### src/rtl/adc_edge_conditioner_if.sv
// rtl/adc_edge_conditioner_if.sv - ADC sample input and conditioned square-wave/metric outputs
interface adc_edge_conditioner_if #(
   parameter int DATA_W = 10
);
   logic [DATA_W-1:0] adc_data;
   logic              sq_out;
   logic              rise_pulse;
   logic              fall_pulse;
   logic [DATA_W-1:0] thresh;
   logic [DATA_W-1:0] amp;
   logic              sig_present;
   logic              win_done;

   modport master (
      output adc_data,
      input  sq_out, rise_pulse, fall_pulse, thresh, amp, sig_present, win_done
   );

   modport slave (
      input  adc_data,
      output sq_out, rise_pulse, fall_pulse, thresh, amp, sig_present, win_done
   );
endinterface

### src/rtl/adc_edge_conditioner.sv
// rtl/adc_edge_conditioner.sv - adaptive-threshold ADC slicer with hysteresis and glitch qualifier
module adc_edge_conditioner #(
   parameter int DATA_W     = 10,
   parameter int HYST       = 16,
   parameter int GLITCH     = 2,
   parameter int WIN_CYCLES = 1000000
) (
   input logic                   clk_10m,
   input logic                   rst,
   adc_edge_conditioner_if.slave bus
);
   localparam int CNT_W = (WIN_CYCLES > 1) ? $clog2(WIN_CYCLES) : 1;
   localparam int Q_W   = $clog2(GLITCH + 1);
   localparam logic [DATA_W-1:0] MID   = {1'b1, {(DATA_W-1){1'b0}}};
   localparam logic [DATA_W-1:0] ALL_1 = {DATA_W{1'b1}};

   typedef enum logic [1:0] {
      S_LOW      = 2'd0,
      S_RISE_CHK = 2'd1,
      S_HIGH     = 2'd2,
      S_FALL_CHK = 2'd3
   } state_t;

   logic [DATA_W-1:0] adc_q;
   logic [CNT_W-1:0]  win_cnt;
   logic [DATA_W-1:0] run_max, run_min;
   logic [DATA_W-1:0] cur_thresh, amp_val;
   logic              present, win_pulse;
   logic              win_last;
   logic [DATA_W-1:0] mx, mn, span;
   logic [DATA_W:0]   sum;
   logic [DATA_W:0]   hi_sum;
   logic [DATA_W-1:0] hi_th, lo_th;
   logic              above, below;

   state_t            state, state_nx;
   logic [Q_W-1:0]    q_cnt, q_cnt_nx, q_inc;
   logic              rise_q, fall_q, rise_nx, fall_nx;

   assign win_last = (win_cnt == CNT_W'(WIN_CYCLES - 1));

   // Window extremes include the sample arriving on the closing cycle.
   always_comb begin
      mx   = (adc_q > run_max) ? adc_q : run_max;
      mn   = (adc_q < run_min) ? adc_q : run_min;
      sum  = {1'b0, mx} + {1'b0, mn};
      span = mx - mn;
   end

   always_ff @(posedge clk_10m) begin
      adc_q <= bus.adc_data;
      if (rst) begin
         win_cnt    <= '0;
         run_max    <= '0;
         run_min    <= ALL_1;
         cur_thresh <= MID;
         amp_val    <= '0;
         present    <= 1'b0;
         win_pulse  <= 1'b0;
      end else begin
         win_pulse <= win_last;
         if (win_last) begin
            win_cnt    <= '0;
            run_max    <= '0;
            run_min    <= ALL_1;
            cur_thresh <= sum[DATA_W:1];
            amp_val    <= span;
            present    <= ({1'b0, span} >= (DATA_W+1)'(2 * HYST));
         end else begin
            win_cnt <= win_cnt + CNT_W'(1);
            run_max <= mx;
            run_min <= mn;
         end
      end
   end

   // Hysteresis band clamps to the ADC code range at both ends.
   always_comb begin
      hi_sum = {1'b0, cur_thresh} + (DATA_W+1)'(HYST);
      hi_th  = hi_sum[DATA_W] ? ALL_1 : hi_sum[DATA_W-1:0];
      lo_th  = ({1'b0, cur_thresh} < (DATA_W+1)'(HYST)) ? '0 : cur_thresh - DATA_W'(HYST);
      above  = (adc_q > hi_th);
      below  = (adc_q < lo_th);
   end

   assign q_inc = q_cnt + Q_W'(1);

   always_ff @(posedge clk_10m) begin
      if (rst) begin
         state  <= S_LOW;
         q_cnt  <= '0;
         rise_q <= 1'b0;
         fall_q <= 1'b0;
      end else begin
         state  <= state_nx;
         q_cnt  <= q_cnt_nx;
         rise_q <= rise_nx;
         fall_q <= fall_nx;
      end
   end

   always_comb begin
      state_nx = state;
      q_cnt_nx = q_cnt;
      rise_nx  = 1'b0;
      fall_nx  = 1'b0;
      case (state)
         S_LOW: begin
            if (above) begin
               if (GLITCH == 1) begin
                  state_nx = S_HIGH;
                  rise_nx  = 1'b1;
               end else begin
                  state_nx = S_RISE_CHK;
                  q_cnt_nx = Q_W'(1);
               end
            end
         end
         S_RISE_CHK: begin
            if (above) begin
               if (q_inc >= Q_W'(GLITCH)) begin
                  state_nx = S_HIGH;
                  q_cnt_nx = '0;
                  rise_nx  = 1'b1;
               end else begin
                  q_cnt_nx = q_inc;
               end
            end else begin
               state_nx = S_LOW;
               q_cnt_nx = '0;
            end
         end
         S_HIGH: begin
            if (below) begin
               if (GLITCH == 1) begin
                  state_nx = S_LOW;
                  fall_nx  = 1'b1;
               end else begin
                  state_nx = S_FALL_CHK;
                  q_cnt_nx = Q_W'(1);
               end
            end
         end
         S_FALL_CHK: begin
            if (below) begin
               if (q_inc >= Q_W'(GLITCH)) begin
                  state_nx = S_LOW;
                  q_cnt_nx = '0;
                  fall_nx  = 1'b1;
               end else begin
                  q_cnt_nx = q_inc;
               end
            end else begin
               state_nx = S_HIGH;
               q_cnt_nx = '0;
            end
         end
         default: begin
            state_nx = S_LOW;
            q_cnt_nx = '0;
         end
      endcase
      // Without a usable signal the slicer is parked low and emits nothing.
      if (!present) begin
         state_nx = S_LOW;
         q_cnt_nx = '0;
         rise_nx  = 1'b0;
         fall_nx  = 1'b0;
      end
   end

   assign bus.sq_out      = (state == S_HIGH) || (state == S_FALL_CHK);
   assign bus.rise_pulse  = rise_q;
   assign bus.fall_pulse  = fall_q;
   assign bus.thresh      = cur_thresh;
   assign bus.amp         = amp_val;
   assign bus.sig_present = present;
   assign bus.win_done    = win_pulse;
endmodule

### src/flat_wrapper.sv
// flat-port wrapper written by rule: the top's interface ports become plain ports
module adc_edge_conditioner_flat 
#(
   parameter int DATA_W     = 10,
   parameter int HYST       = 16,
   parameter int GLITCH     = 2,
   parameter int WIN_CYCLES = 1000000
)
  (clk_10m, rst, bus_adc_data, bus_sq_out, bus_rise_pulse, bus_fall_pulse, bus_thresh, bus_amp, bus_sig_present, bus_win_done);
  adc_edge_conditioner_if #(.DATA_W(DATA_W)) bus_i ();
  input logic clk_10m;
  input logic rst;
  input wire logic [$bits(bus_i.adc_data)-1:0] bus_adc_data;
  output wire logic [$bits(bus_i.sq_out)-1:0] bus_sq_out;
  output wire logic [$bits(bus_i.rise_pulse)-1:0] bus_rise_pulse;
  output wire logic [$bits(bus_i.fall_pulse)-1:0] bus_fall_pulse;
  output wire logic [$bits(bus_i.thresh)-1:0] bus_thresh;
  output wire logic [$bits(bus_i.amp)-1:0] bus_amp;
  output wire logic [$bits(bus_i.sig_present)-1:0] bus_sig_present;
  output wire logic [$bits(bus_i.win_done)-1:0] bus_win_done;
  assign bus_i.adc_data = bus_adc_data;
  assign bus_sq_out = bus_i.sq_out;
  assign bus_rise_pulse = bus_i.rise_pulse;
  assign bus_fall_pulse = bus_i.fall_pulse;
  assign bus_thresh = bus_i.thresh;
  assign bus_amp = bus_i.amp;
  assign bus_sig_present = bus_i.sig_present;
  assign bus_win_done = bus_i.win_done;
  adc_edge_conditioner #(.DATA_W(DATA_W), .HYST(HYST), .GLITCH(GLITCH), .WIN_CYCLES(WIN_CYCLES)) u_core (.clk_10m(clk_10m), .rst(rst), .bus(bus_i));
endmodule
### config.mk
export PLATFORM = sky130hd
export DESIGN_NAME = adc_edge_conditioner_flat
export DESIGN_NICKNAME = d
export VERILOG_FILES = /design/src/rtl/adc_edge_conditioner_if.sv /design/src/rtl/adc_edge_conditioner.sv /design/src/flat_wrapper.sv
export SDC_FILE = /design/constraint.sdc
export NUM_CORES = 1
export LEC_CHECK = 0
export CAP_MARGIN = 40
export CORE_MARGIN = 1.5
export CORE_UTILIZATION = 40
export DETAILED_ROUTE_END_ITERATION = 10
export MAX_ROUTING_LAYER = met4
export SYNTH_ARGS = -nofsm -noshare
export SYNTH_HDL_FRONTEND = slang
export SYNTH_SLANG_ARGS = --single-unit
### constraint.sdc
create_clock -name clk_10m -period 3.75 [get_ports clk_10m]
set_input_delay 0.75 -clock clk_10m [delete_from_list [all_inputs] [get_ports clk_10m]]
set_output_delay 0.75 -clock clk_10m [all_outputs]
set_load 0.02 [all_outputs]
After elaboration in Yosys (flattened, before gate mapping)

Cells that the tools add are included.

Flip-flop bits (word level): 78
Input port bits: 12
Output and inout port bits: 25
Logic and storage cells: 63

$add $sub $neg: 6
Order comparisons: 7
Eq/ne operators: 8
Muxes and demuxes: 17
Bitwise gates (word level): 5
Reductions and logical operators: 8

Operator list:

| cell                  | number |
|---|---|
| $mux 10               | 4 |
| $add 20x1->20 const B | 1 |
| $eq 20x20->1 const B  | 1 |
| $gt 10x10->1          | 2 |
| $lt 10x10->1          | 2 |
| $mux 2                | 10 |
| $pmux 2 s4            | 2 |
| $add 10x10->11        | 1 |
| $add 10x5->11 const B | 1 |
| $ge 10x6->1 const B   | 1 |
| $lt 10x5->1 const B   | 1 |
| $sub 10x10->10        | 1 |
| $sub 10x5->10 const B | 1 |
| $reduce_or 4->1       | 2 |
| $ne 3x3->1 const B    | 2 |
| $not 1->1             | 5 |
| $eq 2x2->1 const B    | 2 |
| $ne 2x1->1 const B    | 2 |
| $reduce_and 4->1      | 1 |
| $reduce_or 2->1       | 2 |
| $add 2x1->2 const B   | 1 |
| $eq 2x1->1 const B    | 1 |
| $ge 2x2->1 const B    | 1 |
| $logic_not 2->1       | 1 |
| other kinds (3)       | 3 |

Depth between registers and ports, before layout

Gate-level depths: netlist of the first run.

Depth in word-level cells: 5
Gate-level depth with buffers: 17

Worst setup path before layout of the first run

No wires, ideal clock.

Kind: reg2reg
From: register u_core.adc_q[7]
To: register u_core.present, in the netlist u_core.bus.sig_present
Setup time: 106 ps
Arrival: 3516 ps
Data required time: 3644 ps
Path slack: 128 ps
Cell stages (with the launch flop): 17
Path through: dfxtp_1 -> ha_1 -> a21o_1 -> a21o_1 -> a221oi_1 -> o21a_1 -> o21ai_0 -> and2_1 -> ha_1 -> inv_1 -> fa_1 -> nand2b_1 -> a221oi_1 -> mux2_2 -> o41ai_1 -> o31ai_1 -> o311ai_0

Word-level cells in the longest chain between the ends: 4
Elaborated cells on any way between the ends: 6

Ends and longest elaborated chain:

| element                                             | RTL line                                               | RTL |
|---|---|---|
| start, declared                                     | adc_edge_conditioner.sv:24                             | `logic [DATA_W-1:0] adc_q;` |
| start signal, assigned                              | adc_edge_conditioner.sv:51                             | `adc_q <= bus.adc_data;` |
| $gt 10x10->1 / $lt 10x10->1 (equally long branches) | adc_edge_conditioner.sv:44, adc_edge_conditioner.sv:45 |  |
| $mux 10 (on tied branches)                          | adc_edge_conditioner.sv:44, adc_edge_conditioner.sv:45 |  |
| $sub 10x10->10 (*)                                  | adc_edge_conditioner.sv:47                             | `span = mx - mn;` |
| $ge 10x6->1 (*)                                     | adc_edge_conditioner.sv:68                             | `present <= ({1'b0, span} >= (DATA_W+1)'(2 * HYST));` |
| end signal, assigned                                | adc_edge_conditioner.sv:68                             |  |
| end, declared                                       | adc_edge_conditioner.sv:28                             | `logic present, win_pulse;` |

Mark *: on every way between the ends. The rest lies on a longest branch, timed or not.
A chain may end at the register's enable or synchronous reset.

Worst setup path after layout of the first run

From: register u_core.run_max[7]
To: register u_core.amp_val[6], in the netlist u_core.bus.amp[6]

Word-level cells in the longest chain between the ends: 3

Ends and longest elaborated chain:

| element                | RTL line                   | RTL |
|---|---|---|
| start, declared        | adc_edge_conditioner.sv:26 | `logic [DATA_W-1:0] run_max, run_min;` |
| start signal, assigned | adc_edge_conditioner.sv:71 | `run_max <= mx;` |
| $gt 10x10->1           | adc_edge_conditioner.sv:44 | `mx = (adc_q > run_max) ? adc_q : run_max;` |
| $mux 10                | adc_edge_conditioner.sv:44 |  |
| net u_core.mx[2]       | adc_edge_conditioner.sv:30 | `logic [DATA_W-1:0] mx, mn, span;` |
| $sub 10x10->10         | adc_edge_conditioner.sv:47 |  |
| end signal, assigned   | adc_edge_conditioner.sv:67 | `amp_val <= span;` |
| end, declared          | adc_edge_conditioner.sv:27 | `logic [DATA_W-1:0] cur_thresh, amp_val;` |

The timed path passes the listed nets, and every way through them passes these cells.

==> impl_metrics.ini, run 1 <==
[run_status]
status = complete, no violations

[synthesis]
avgSynthCellArea_sq_um = 8.40
ys_types = 62
synth_top_area_cell = dfxtp_1
synth-edff-count = 0
yosys_register_bits = 78
netlist_instances = 599
synthTopCellsByArea = dfxtp_1 (31%), ha_1 (15%), a21oi_1 (3.9%), nor2_1 (3.9%), o21ai_0 (3.4%)
syn_area_sq_um = 5030
syn_nets = 674
synth_top_area_share_pct = 31.0
synthArstFlopShare_pct = 0
synth-main-ff-cell = dfxtp_1
seq_area_frac_synth_pct = 31.0
ys.warnings.count = 0

[power]
total_power_uw = 2800
power_frac_seq_pct = 31.7
switching_share_pct = 33.6
pwr-share-clk_pct = 30.5
p_int_uw = 1860
irDropWorstVdd_mv = 0.298
powerDensity_nw_per_um2 = 437
switchingPower_uw = 940
p_leak_uw = 0.00266
comb_power_share_pct = 37.8

[die]
design.core.area_sq_um = 12200
ioPinCount = 37
die-area_sq_um = 13300
die_h_um = 115
die_x_um = 115
rows = 40
initial_core_util_pct = 41.4

[worst_setup_path]
path_cells = inv_1 > ha_4 > a21o_1 > a21o_1 > a221oi_2 > o21a_1 > buf_4 > o21ai_1 > nand2_1 > ha_1 > nand2b_1 > a221oi_2 > mux2_4 > o41a_1 > nor3_1
crit_buf_inv = 2
cp_slowest_cell = o41a_1
slowest_delay_ps = 410
worst-setup-path-type = register to register
path_depth = 15
crit_start = u_core.run_max[7]
cp-end-kind = register
required_ps = 4020
r2r_start = u_core.run_max[7]
worst-path-max-fanout = 9
ff2ff_path_depth = 15
endpoint = u_core.bus.amp[6]
r2r_end = u_core.bus.amp[6]
path_delay_family = compound AO/OA/AOI/OAI gates
arrival_ps = 3860
r2r_slack_ps = 160
critPathLaunchType = register

[placed_design]
gp_congestion = 0.905
place_ws_ps = -46.9
port_buffers = 36
dp_hpwl_um = 9890

[sta]
worst_slew_pin_slew_ps = 600
hold_viol = 0
max_freq_ghz = 0.279
slew_violations = 0
max_slew_margin_pct = 60.0
worst_slack_ps = 163
fin_skew_ps = 15.6
fin_crit_ps = 3590
setup_viol = 0
fin_tns_setup_ps = 0
period_share_pct = 95.7

[cells_and_area]
utilization_pct = 52.6
final_nets = 754
layout-drive-gt1-share_pct = 17.1
num-fill-cells = 1144
area_delta_synth_final_pct = 27.1
antenna_cells = 0

[hold_path]
hold-path-cell-count = 1
min_path_type = register to register

[global_routing]
grt_overflow_total = 0
grt_usage_pct = 20.9
grt_pass1_wl_um = 20700
grt_pass1_vias = 4170
grt_max_degree = 30
grt_antenna_before_repair = 0

[route]
drt_iter0_drc = 289
wl_per_cell_um = 15.3
first_pass_iters = 4
ant_nets = 0
drc = 0
vias = 4535
drt-total-wl_um = 13000
vias_per_cell = 5.32

[clock_tree]
cts_buffers = 9
cts_tree = yes
h-tree-depth = 3
clkLatencyLatePin_ps = 350
max-clock-path-buffers = 2
cts_root_buf = clkbuf_16
cts_hold_buf = 0
clkSinkCount = 78
cts.reportedPaths.clkPinSlew_ps = 70

[flow_run]
maxCapViolations = 0
cells in the mapped netlist (3+ instances only):
cell      number
nand3b_1       6
nor3b_1        6
xor2_1        15
o21ai_0       34
or4_1          3
a21oi_1       39
nor4_1         4
a211oi_1      10
and3_1         3
a221oi_1       4
nor3_1         9
clkbuf_1      21
inv_1         39
and4_1         4
a31oi_1        3
o21a_1         4
xnor2_1       13
or2_2          3
o311ai_0       3
nand2b_1      10
nand4_1       10
a21boi_0       8
o211ai_1      22
nor2_1        52
or3_1          5
dfxtp_1       78
ha_1          61
o31ai_1        3
nand3_1       28
a21o_1        12
nor2b_1        3
buf_6          4
nand2_1       44
and2_1         3
layout make-up:
type / count / area (sq um) / share of cell area (%)
multi-input cells: 455 / 3350 / 52.4
flip-flops and latches: 78 / 1560 / 24.5
repair buffers: 96 / 830 / 13.0
clock buffers: 11 / 253 / 3.95
well taps: 168 / 210 / 3.29
inverters: 39 / 146 / 2.29
clock inverters: 5 / 40.0 / 0.626
worst reg2reg max path, cell delays in order (launching register included):
cell and delay (ps):
dfxtp_1 330, inv_1 70, ha_4 240, a21o_1 170, a21o_1 180, a221oi_2 300, o21a_1 180, buf_4 170
o21ai_1 100, nand2_1 120, ha_1 250, nand2b_1 170, a221oi_2 350, mux2_4 350, o41a_1 410, nor3_1 140
through the flow:
| step | hold slack (ps) | area (sq um) | instances |
|---|---|---|---|
| 2_1_floorplan | 413 | 5030 | 599 |
| 3_3_place_gp | 427 | 5830 | 824 |
| 3_5_place_dp | 430 | 5830 | 824 |
| 4_1_cts | 439 | 6140 | 840 |
| 5_1_grt | 462 | 6390 | 852 |
| 6_report | 443 | 6390 | 852 |
power groups by stage:
stage | sequential (uW) | clock, uW | combinational (uW)
after floorplan | 899 | 0 | 578
final | 887 | 854 | 1060
after CTS | 886 | 872 | 901
after detailed placement | 904 | 0 | 886
after global routing | 890 | 912 | 1160
after global placement | 903 | 0 | 873
cell usage in the layout (no fill, tap or decap), types with 4 or more instances in the layout:
master and count:
o21ai_0 27, or3_1 5, nand2b_1 10, a21o_1 12, clkbuf_16 9, nor3_1 9
nand4_1 10, a21boi_0 7, buf_4 55, xnor2_1 12, nand3b_1 6, and4_1 4
o21ai_1 6, inv_1 39, nor3b_1 6, buf_6 4, ha_1 57, nand3_1 28
a211oi_1 9, o211ai_1 22, nand2_1 42, nor2_1 50, clkdlybuf4s50_1 36, a21oi_1 36
dfxtp_1 76, xor2_1 15
timing repair:
action,4_1_cts,5_1_grt
setup buffers,0,11
cloned,0,1
pin swaps,0,21
hold endpoints to repair,0,0
setup endpoints to repair,4,8
gates resized for setup,4,44
kinds of logic after synthesis:
logic type / count (synthesis) / synth area share, %
AO/OA/AOI/OAI: 159 / 21.0
XOR/XNOR: 28 / 4.88
adder cells (fa/ha/maj): 63 / 16.0
buffers and inverters: 66 / 5.57
flip-flops: 78 / 31.0
multiplexers: 3 / 0.622
AND/OR/NAND/NOR: 202 / 20.9
state kept, by name, summed over array words and instances, names as in the netlist:
name                    count
u_core.adc_q               10
u_core.bus.amp             10
u_core.bus.fall_pulse       1
u_core.bus.rise_pulse       1
u_core.bus.sig_present      1
u_core.bus.thresh          10
u_core.bus.win_done         1
u_core.q_cnt                2
u_core.run_max             10
u_core.run_min             10
u_core.state                2
u_core.win_cnt             20
metal layers:
metal  vias up  wire (um)  track usage (%)
met5         -          0                -
met4         0        301             9.47
met3        18        503             3.37
met2        73       6210             33.1
met1      2119       6020             26.3
li1       2325          -                -
how the worst min path moves through the flow:
stage / start / to / slack (ps)
after CTS: u_core.win_cnt[0] / u_core.win_cnt[0] / 440
after floorplan: u_core.win_cnt[0] / u_core.win_cnt[0] / 410
after global placement: u_core.win_cnt[0] / u_core.win_cnt[0] / 430
after global routing: u_core.win_cnt[0] / u_core.win_cnt[0] / 460
final: u_core.win_cnt[0] / u_core.win_cnt[0] / 440
after detailed placement: u_core.win_cnt[0] / u_core.win_cnt[0] / 430
No activity file was read; power rests on OpenSTA's default activity.
==> run 2, diff against run 1 <==
CELL_PAD_IN_SITES_DETAIL_PLACEMENT = 0   (was not set)
CELL_PAD_IN_SITES_GLOBAL_PLACEMENT = 1   (was not set)
PLACE_DENSITY_LB_ADDON = 0.1   (was not set)
==> run 2 against run 1 <==
Effect of this change:
- critical path depth grew 2
- first-iteration DRC count fell by 24%
- count of clock-buffer cells in the layout unchanged
- combinational power rose by 6%
- cell count grew 0.82%
- hold slack better by 0.61 ps
- critical path type unchanged
==> impl_metrics.ini, run 2 (same netlist as run 1, synthesis figures left out) <==
[run_status]
status = complete, no violations

[worst_setup_path]
arrival_ps = 3840
required_ps = 4000
r2r_start = u_core.adc_q[7]
worst-setup-path-type = register to register
slowest_delay_ps = 510
path_cells = buf_6 > ha_4 > o21a_1 > o21a_1 > a21oi_2 > buf_6 > o211ai_1 > o21ai_1 > ha_2 > inv_2 > fa_2 > nand2b_4 > a221oi_4 > or4_4 > a21oi_4 > xnor2_2 > o311ai_1
cp_slowest_cell = or4_4
ff2ff_path_depth = 17
cp-end-kind = register
critPathLaunchType = register
worst-path-max-fanout = 6
crit_start = u_core.adc_q[7]

[flow_run]
maxCapViolations = 0

[route]
drc = 0
wl_per_cell_um = 16.3
drt-total-wl_um = 14000
vias = 4628
vias_per_cell = 5.39
first_pass_iters = 4
ant_nets = 0
drt_iter0_drc = 221

[clock_tree]
cts_tree = yes
clkLatencyLatePin_ps = 340
max-clock-path-buffers = 2
cts_buffers = 9
h-tree-depth = 3
cts.reportedPaths.clkPinSlew_ps = 60
cts_root_buf = clkbuf_16
clkSinkCount = 78

[global_routing]
grt_util_met2_pct = 34.7
use_met1_pct = 30.0
top_usage_layer = met2
grt_usage_pct = 22.9
grt_pass1_wl_um = 22700
grt_max_degree = 30
use_met3_pct = 3.80
grt_overflow_total = 0
grt_antenna_before_repair = 0
grt_pass1_vias = 4542

[cells_and_area]
regMostFlops = u_core.win_cnt
multi_input_area_sq_um = 3430
final_cell_mix = dfxtp_1 (71), buf_4 (62), ha_1 (53)
final_area_sq_um = 6540
largest_reg_flops = 20
register_area_sq_um = 1570
antenna_cells = 0
final_nets = 762
layout-drive-gt1-share_pct = 20.3
area_delta_synth_final_pct = 30.0
final_common_cell = dfxtp_1
num-fill-cells = 1203

[die]
die_x_um = 115
ioPinCount = 37
rows = 40
die_h_um = 115
design.core.area_sq_um = 12200
initial_core_util_pct = 41.4
die-area_sq_um = 13300

[hold_path]
min_path_type = register to register
hold-path-cell-count = 2
hold_path_startpoint = u_core.bus.amp[9]

[placed_design]
placed_area_sq_um = 5880
place_ws_ps = -155
dp_hpwl_um = 10800
gp_congestion = 0.891
port_buffers = 36

[sta]
max_slew_margin_pct = 57.1
rsz0062_at_grt = true
max_freq_ghz = 0.278
worst_slew_pin_slew_ps = 643
hold_viol = 0
fin_skew_ps = 5.52
hold_ws_ps = 443
slew_violations = 0
period_share_pct = 95.9
worst_slack_ps = 154
setup_viol = 0
fin_crit_ps = 3600

[power]
irDropWorstVdd_mv = 0.187
powerDensity_nw_per_um2 = 433
p_leak_uw = 0.00271
==> run 2: cell count changes in the layout (fill, tap and decap cells not counted), moves of 4 or more <==
cell,previous run,this run
dfxtp_1,76,71
inv_2,0,4
buf_4,55,62
dfxtp_2,2,7
ha_1,57,53
inv_1,39,35
==> run 2: power by group <==
group,switching [uW],total (uW),leakage (uW),internal [uW]
Combinational,588,1120,0.00193,535
Clock,338,815,0.000137,477
Sequential,24.1,890,0.000638,866
==> run 2: what timing repair did <==
| action | in CTS | in global routing |
|---|---|---|
| setup endpoints to repair | 3 | 12 |
| buffers inserted | 1 | 15 |
| resized for setup | 12 | 56 |
| pin swaps | 4 | 31 |
| hold buffers | 0 | 0 |
| cloned | 0 | 0 |
==> run 2: worst paths after layout <==
kind,endpoint,slack (ps)
max,u_core.bus.sig_present,150
min,u_core.bus.amp[9],440
max reg2reg,u_core.bus.sig_present,150
min reg2reg,u_core.bus.amp[9],440
==> run 2: cell type report <==
cell class                      instances  share of cell area (%)
Multi-Input combinational cell        455                    52.5
Sequential cell                        78                    24.0
Timing Repair Buffer                  104                    13.8
Clock buffer                           11                    3.87
Tap cell                              168                    3.22
Inverter                               39                    2.24
Clock inverter                          4                   0.345
==> run 2: worst max-delay path: cells and delay by family (launching register included) <==
family | cells | cell delay [ps]
adders and majority gates | 3 | 820
buffers and inverters | 3 | 310
and+or+nand+nor | 2 | 610
xor gates and xnor gates | 1 | 100
DFF | 1 | 360
AOI/OAI and AO/OA | 8 | 1310
==> run 2: layer usage <==
layer  share of wire (%)  up-vias
met5                   0        -
met4                 3.5        0
met3                 4.1       34
met2                  45       98
met1                  48     2158
li1                    -     2338
==> run 2: metrics by stage <==
step / util, % / total power (uW) / setup TNS, ps / std cells
6_report: 53.7 / 2830 / 0 / 859
5_1_grt: 53.7 / 3000 / -96.1 / 859
4_1_cts: 51.1 / 2660 / 0 / 844
3_5_place_dp: 48.3 / 1800 / -306 / 828
3_3_place_gp: 48.3 / 1790 / -118 / 828
2_1_floorplan: - / 1480 / 0 / 599
